[config.mk]
export PLATFORM = sky130hd
export DESIGN_NAME = bit_serial_alu
export DESIGN_NICKNAME = d
export VERILOG_FILES = /design/src/rtl/bit_serial_alu.sv
export SDC_FILE = /design/constraint.sdc
export NUM_CORES = 1
export LEC_CHECK = 0
export CAP_MARGIN = 10
export CORE_AREA = 2 2 68 70
export DETAILED_ROUTE_END_ITERATION = 6
export DIE_AREA = 0 0 70 72
export PLACE_DENSITY_LB_ADDON = 0.05
export SETUP_SLACK_MARGIN = 0.15
export SLEW_MARGIN = 20
export SYNTH_ARGS = -nofsm -noshare
export SYNTH_HDL_FRONTEND = slang
export SYNTH_SLANG_ARGS = --single-unit
[constraint.sdc]
create_clock -name clk -period 2.6 [get_ports clk]
set_input_delay 0.52 -clock clk [delete_from_list [all_inputs] [get_ports clk]]
set_output_delay 0.52 -clock clk [all_outputs]
set_load 0.02 [all_outputs]
[src/rtl/bit_serial_alu.sv]
// Bit-serial ALU: one operand bit per clock, LSB first, through a single carry flop.
// Optional signed-overflow flag output vf_o is enabled by defining ALU_OVERFLOW_EN.
module bit_serial_alu #(
    parameter int unsigned WIDTH = 8
) (
    input  logic             clk,
    input  logic             reset,
    input  logic             start_i,
    input  logic [2:0]       opcode_i,
    input  logic [WIDTH-1:0] a_i,
    input  logic [WIDTH-1:0] b_i,
    output logic             busy_o,
    output logic             done_o,
    output logic [WIDTH-1:0] result_o,
    output logic             zf_o,
    output logic             cf_o,
    output logic             sf_o
`ifdef ALU_OVERFLOW_EN
    ,
    output logic             vf_o
`endif
);

    localparam int unsigned CNT_W = $clog2(WIDTH);

    localparam logic [1:0] StIdle = 2'd0;
    localparam logic [1:0] StRun  = 2'd1;
    localparam logic [1:0] StDone = 2'd2;

    localparam logic [2:0] OpClr  = 3'b000;
    localparam logic [2:0] OpXor  = 3'b001;
    localparam logic [2:0] OpSub  = 3'b010;
    localparam logic [2:0] OpNand = 3'b011;
    localparam logic [2:0] OpAdd  = 3'b100;

    logic [1:0]       state_q, state_d;
    logic [CNT_W-1:0] cnt_q, cnt_d;
    logic [2:0]       op_q, op_d;
    logic [WIDTH-1:0] opa_q, opa_d, opb_q, opb_d;
    logic [WIDTH-1:0] shift_q, shift_d;
    logic             carry_q, carry_d;
    logic [WIDTH-1:0] result_q, result_d;
    logic             zf_q, zf_d, cf_q, cf_d, sf_q, sf_d;
`ifdef ALU_OVERFLOW_EN
    logic             vf_q, vf_d;
`endif

    logic             a_bit, b_bit, y_bit, s_bit, carry_out, is_arith;
    logic [WIDTH-1:0] shift_next;

    // Single-bit datapath; SUB is a + ~b + 1 with the +1 coming from the carry init.
    always_comb begin
        a_bit      = opa_q[cnt_q];
        b_bit      = opb_q[cnt_q];
        y_bit      = (op_q == OpSub) ? ~b_bit : b_bit;
        is_arith   = (op_q == OpAdd) || (op_q == OpSub);
        carry_out  = (a_bit & y_bit) | (a_bit & carry_q) | (y_bit & carry_q);
        case (op_q)
            OpAdd, OpSub: s_bit = a_bit ^ y_bit ^ carry_q;
            OpXor:        s_bit = a_bit ^ b_bit;
            OpNand:       s_bit = ~(a_bit & b_bit);
            default:      s_bit = 1'b0;
        endcase
        shift_next = {s_bit, shift_q[WIDTH-1:1]};
    end

    always_comb begin
        state_d  = state_q;
        cnt_d    = cnt_q;
        op_d     = op_q;
        opa_d    = opa_q;
        opb_d    = opb_q;
        shift_d  = shift_q;
        carry_d  = carry_q;
        result_d = result_q;
        zf_d     = zf_q;
        cf_d     = cf_q;
        sf_d     = sf_q;
`ifdef ALU_OVERFLOW_EN
        vf_d     = vf_q;
`endif
        case (state_q)
            StIdle: begin
                if (start_i) begin
                    if (opcode_i == OpXor || opcode_i == OpSub ||
                        opcode_i == OpNand || opcode_i == OpAdd) begin
                        op_d    = opcode_i;
                        opa_d   = a_i;
                        opb_d   = b_i;
                        cnt_d   = '0;
                        carry_d = (opcode_i == OpSub);
                        state_d = StRun;
                    end else if (opcode_i == OpClr) begin
                        result_d = '0;
                        zf_d     = 1'b0;
                        cf_d     = 1'b0;
                        sf_d     = 1'b0;
`ifdef ALU_OVERFLOW_EN
                        vf_d     = 1'b0;
`endif
                    end
                end
            end
            StRun: begin
                shift_d = shift_next;
                cnt_d   = cnt_q + CNT_W'(1);
                if (is_arith) carry_d = carry_out;
                if (cnt_q == CNT_W'(WIDTH - 1)) begin
                    state_d  = StDone;
                    result_d = shift_next;
                    zf_d     = (shift_next == '0);
                    sf_d     = shift_next[WIDTH-1];
                    // SUB reports borrow, i.e. the inverse of the adder carry.
                    cf_d     = is_arith & (carry_out ^ (op_q == OpSub));
`ifdef ALU_OVERFLOW_EN
                    vf_d     = is_arith & (carry_q ^ carry_out);
`endif
                end
            end
            StDone:  state_d = StIdle;
            default: state_d = StIdle;
        endcase
    end

    always_ff @(posedge clk or posedge reset) begin
        if (reset) begin
            state_q  <= StIdle;
            cnt_q    <= '0;
            op_q     <= OpClr;
            opa_q    <= '0;
            opb_q    <= '0;
            shift_q  <= '0;
            carry_q  <= 1'b0;
            result_q <= '0;
            zf_q     <= 1'b0;
            cf_q     <= 1'b0;
            sf_q     <= 1'b0;
`ifdef ALU_OVERFLOW_EN
            vf_q     <= 1'b0;
`endif
        end else begin
            state_q  <= state_d;
            cnt_q    <= cnt_d;
            op_q     <= op_d;
            opa_q    <= opa_d;
            opb_q    <= opb_d;
            shift_q  <= shift_d;
            carry_q  <= carry_d;
            result_q <= result_d;
            zf_q     <= zf_d;
            cf_q     <= cf_d;
            sf_q     <= sf_d;
`ifdef ALU_OVERFLOW_EN
            vf_q     <= vf_d;
`endif
        end
    end

    assign busy_o   = (state_q == StRun);
    assign done_o   = (state_q == StDone);
    assign result_o = result_q;
    assign zf_o     = zf_q;
    assign cf_o     = cf_q;
    assign sf_o     = sf_q;
`ifdef ALU_OVERFLOW_EN
    assign vf_o     = vf_q;
`endif

endmodule

==> results of run 1 <==
[cell type report]
| type | count | area, sq um | area share [%] |
|---|---|---|---|
| Multi-Input combinational cell | 112 | 847 | 34.4 |
| Inverter | 3 | 11.3 | 0.457 |
| Sequential cell | 42 | 1050 | 42.7 |
| Clock buffer | 7 | 86.3 | 3.50 |
| Timing Repair Buffer | 40 | 398 | 16.1 |
| Clock inverter | 1 | 5.00 | 0.203 |
| Tap cell | 52 | 65.1 | 2.64 |
[worst paths after layout]
kind	from	to
max in group asynchronous	reset	cnt_q[0]
max reg2reg	cnt_q[0]	shift_q[7]
min	result_o[1]	result_o[1]
max	cnt_q[0]	shift_q[7]
min in group asynchronous	reset	result_o[6]
min reg2reg	result_o[1]	result_o[1]
[synthesized netlist by cell type, drive strengths merged]
cell	n	area [sq um]
or2	1	6.26
nor3	2	10.0
inv	3	11.3
ha	3	37.5
xor2	1	8.76
xnor2	1	8.76
buf	5	42.5
and2	2	12.5
o21ai	11	55.1
mux4	4	97.6
a22o	2	17.5
o31ai	1	7.51
a211oi	1	7.51
a21oi	2	10.0
o41ai	1	8.76
nor2b	2	12.5
clkbuf	4	15.0
a31o	1	8.76
o22a	1	8.76
nand4	1	12.5
mux2	22	251
dfrtp	42	1050
nand2b	2	12.5
nor2	4	15.0
nor3b	1	7.51
fa	1	20.0
nand3	1	5.00
or3	1	6.26
nor4bb	1	10.0
nor4	2	12.5
mux2i	1	10.0
nand2	35	131
a31oi	3	18.8
a32oi	1	16.3
[layer usage]
layer | track usage [%] | up-vias
met3 | 4.58 | 6
met1 | 19.8 | 669
met4 | 4.49 | 0
met5 | 0 | -
li1 | - | 658
met2 | 29.8 | 33
[what timing repair did]
item / 4_1_cts / 5_1_grt
gates cloned: 0 / 0
resized for setup: 1 / 0
endpoints found under the setup margin: 4 / 4
pin swaps: 1 / 0
[sequential cells by signal (all words and copies together) (netlist names)]
name,flops
shift_q,7
opa_q,8
carry_q,1
opb_q,8
op_q,3
result_o,8
cnt_q,3
zf_o,1
state_q,2
cf_o,1
[metrics by stage]
step,setup TNS (ps),worst slack [ps],hold WS [ps],std cells,instance area [sq um]
2_1_floorplan,0,123,456,166,1970
4_1_cts,0,55.6,497,257,2460
5_1_grt,-34.7,-34.7,522,257,2460
6_report,0,77.1,487,257,2460
3_3_place_gp,0,63.8,471,249,2370
3_5_place_dp,0,13.5,480,249,2370
[cell families (layout without fill, tap and decap cells)]
family | Yosys count | in the layout | synth area share [%]
and+or+nand+nor | 55 | 55 | 12.9
DFF | 42 | 42 | 53.4
muxes | 27 | 27 | 18.3
AOI/OAI and AO/OA | 24 | 24 | 8.08
buffers and inverters | 12 | 51 | 3.50
adders and majority gates | 4 | 4 | 2.93
xor gates and xnor gates | 2 | 2 | 0.891
[report_power, final]
part / internal, uW / total, uW / switching [uW]
logic: 718 / 1310 / 592
registers: 952 / 1230 / 282
clock network: 214 / 416 / 202
[worst max-delay path: stages, from the launching register on]
cell and delay, ps:
dfrtp_2 430, mux4_2 510, mux2_4 290, xor2_1 170
fa_1 460, a31oi_1 160, o21ai_1 120, mux2_2 280
==> impl_metrics.env, run 1 <==
export IMPL_cts_tree="yes"
export IMPL_ys_seq_area_share_pct=53.4
export IMPL_max_slew_margin_pct=65.5
export IMPL_setup_violations=0
export IMPL_area_growth_syn_to_layout_pct=25.3
export IMPL_routedWlPerCell_microns=14.4
export IMPL_syn_nets=192
export IMPL_clock_latency_ps=290
export IMPL_drt_met1_wl_microns=1520
export IMPL_post_cts_buffers=0
export IMPL_nets=230
export IMPL_final_cell_mix="dfrtp_1, nand2_1, clkdlybuf4s50_1, mux2_1, o21ai_1"
export IMPL_synth_seq_cells=42
export IMPL_num_antenna_cells=0
export IMPL_max_clock_path_buffers=2
export IMPL_ant_nets=0
export IMPL_synthDistinctLibCells=41
export IMPL_r2r_cells=7
export IMPL_status="completed"
export IMPL_avgSynthCellArea_sq_um=11.8
export IMPL_grt_pass1_wl_microns=6470
export IMPL_globalRouteOverflowTotal=0
export IMPL_first_pass_iters=4
export IMPL_die_w_microns=70
export IMPL_syn_area_sq_um=1970
export IMPL_crit_type="flip-flop to flip-flop"
export IMPL_rows=24
export IMPL_timing_fmax_ghz=0.396
export IMPL_fin_util_pct=57.8
export IMPL_dr_max_layer_used="met4"
export IMPL_fp_coreArea_sq_um=4260
export IMPL_total_power_uw=2960
export IMPL_vdd_drop_max_mv=0.510
export IMPL_grtUsageTotal_pct=16.6
export IMPL_antenna_found_initial=0
export IMPL_layout_worst_path_cycle_share_pct=97.0
export IMPL_p_leak_uw=0.00109
export IMPL_layout_min_cycle_time_ps=2520
export IMPL_path_clk_slew_ps=70
export IMPL_mostFrequentLayoutCell="dfrtp_1"
export IMPL_dp_hpwl_microns=2780
export IMPL_routed_wl_microns=3690
export IMPL_die_y_microns=72
export IMPL_startpoint_type="flip-flop"
export IMPL_grt_max_degree=43
export IMPL_ctsHoldBuffers=0
export IMPL_drc=0
export IMPL_arrival_ps=2700
export IMPL_hold_viol_final=0
export IMPL_htreeDepth=2
export IMPL_via_per_inst=5.32
export IMPL_fillers=382
export IMPL_drt_iter0_drc=90
export IMPL_ios=35
export IMPL_wl_met3_microns=154
export IMPL_cp_max_fo=5
export IMPL_layout_drive_gt1_share_pct=10.7
export IMPL_clock_root_buffer="clkbuf_8"
export IMPL_ys_warn_count=0
export IMPL_hp_class="flip-flop to flip-flop"
export IMPL_netlist_instances=166
export IMPL_grt_pass1_vias=1362
export IMPL_required_ps=2780
export IMPL_start_util_pct=46.1
export IMPL_slew_violations=0
export IMPL_cp_end_kind="flip-flop"
export IMPL_holdPathStages=2
export IMPL_numCtsBuffers=5
export IMPL_p_per_area_nw_per_um2=1200
export IMPL_rsz0062_at_grt="yes"
export IMPL_met2WireLength_microns=1980
export IMPL_io_buffer_count=34
export IMPL_rrSetupSlack_ps=80
export IMPL_fin_worst_skew_ps=5.32
export IMPL_die_area_sq_um=5040
export IMPL_worst_pin_slew_ps=517
export IMPL_vias=1366
export IMPL_gp_congestion=0.775
export IMPL_numClockSinks=42
export IMPL_cap_viol_max_count=0
Power figures use the tool's default switching activity.
==> run 2, diff against run 1 <==
--- a/config.mk
+++ b/config.mk
@@ -7,6 +7,7 @@
 export LEC_CHECK = 0
 export CAP_MARGIN = 10
 export CORE_AREA = 2 2 68 70
+export CTS_CLUSTER_DIAMETER = 30
 export DETAILED_ROUTE_END_ITERATION = 6
 export DIE_AREA = 0 0 70 72
 export PLACE_DENSITY_LB_ADDON = 0.05
==> constraint.sdc (replaced) <==
create_clock -name clk -period 2.6 [get_ports clk]
set_input_delay 0.52 -clock clk [delete_from_list [all_inputs] [get_ports clk]]
set_output_delay 0.52 -clock clk [all_outputs]
set_load 0.01 [all_outputs]
==> results of run 2 <==
The final DEF is identical to that of run 1. Status: completed.
Main changes from that run: total power 2960 uW -> 2910 uW
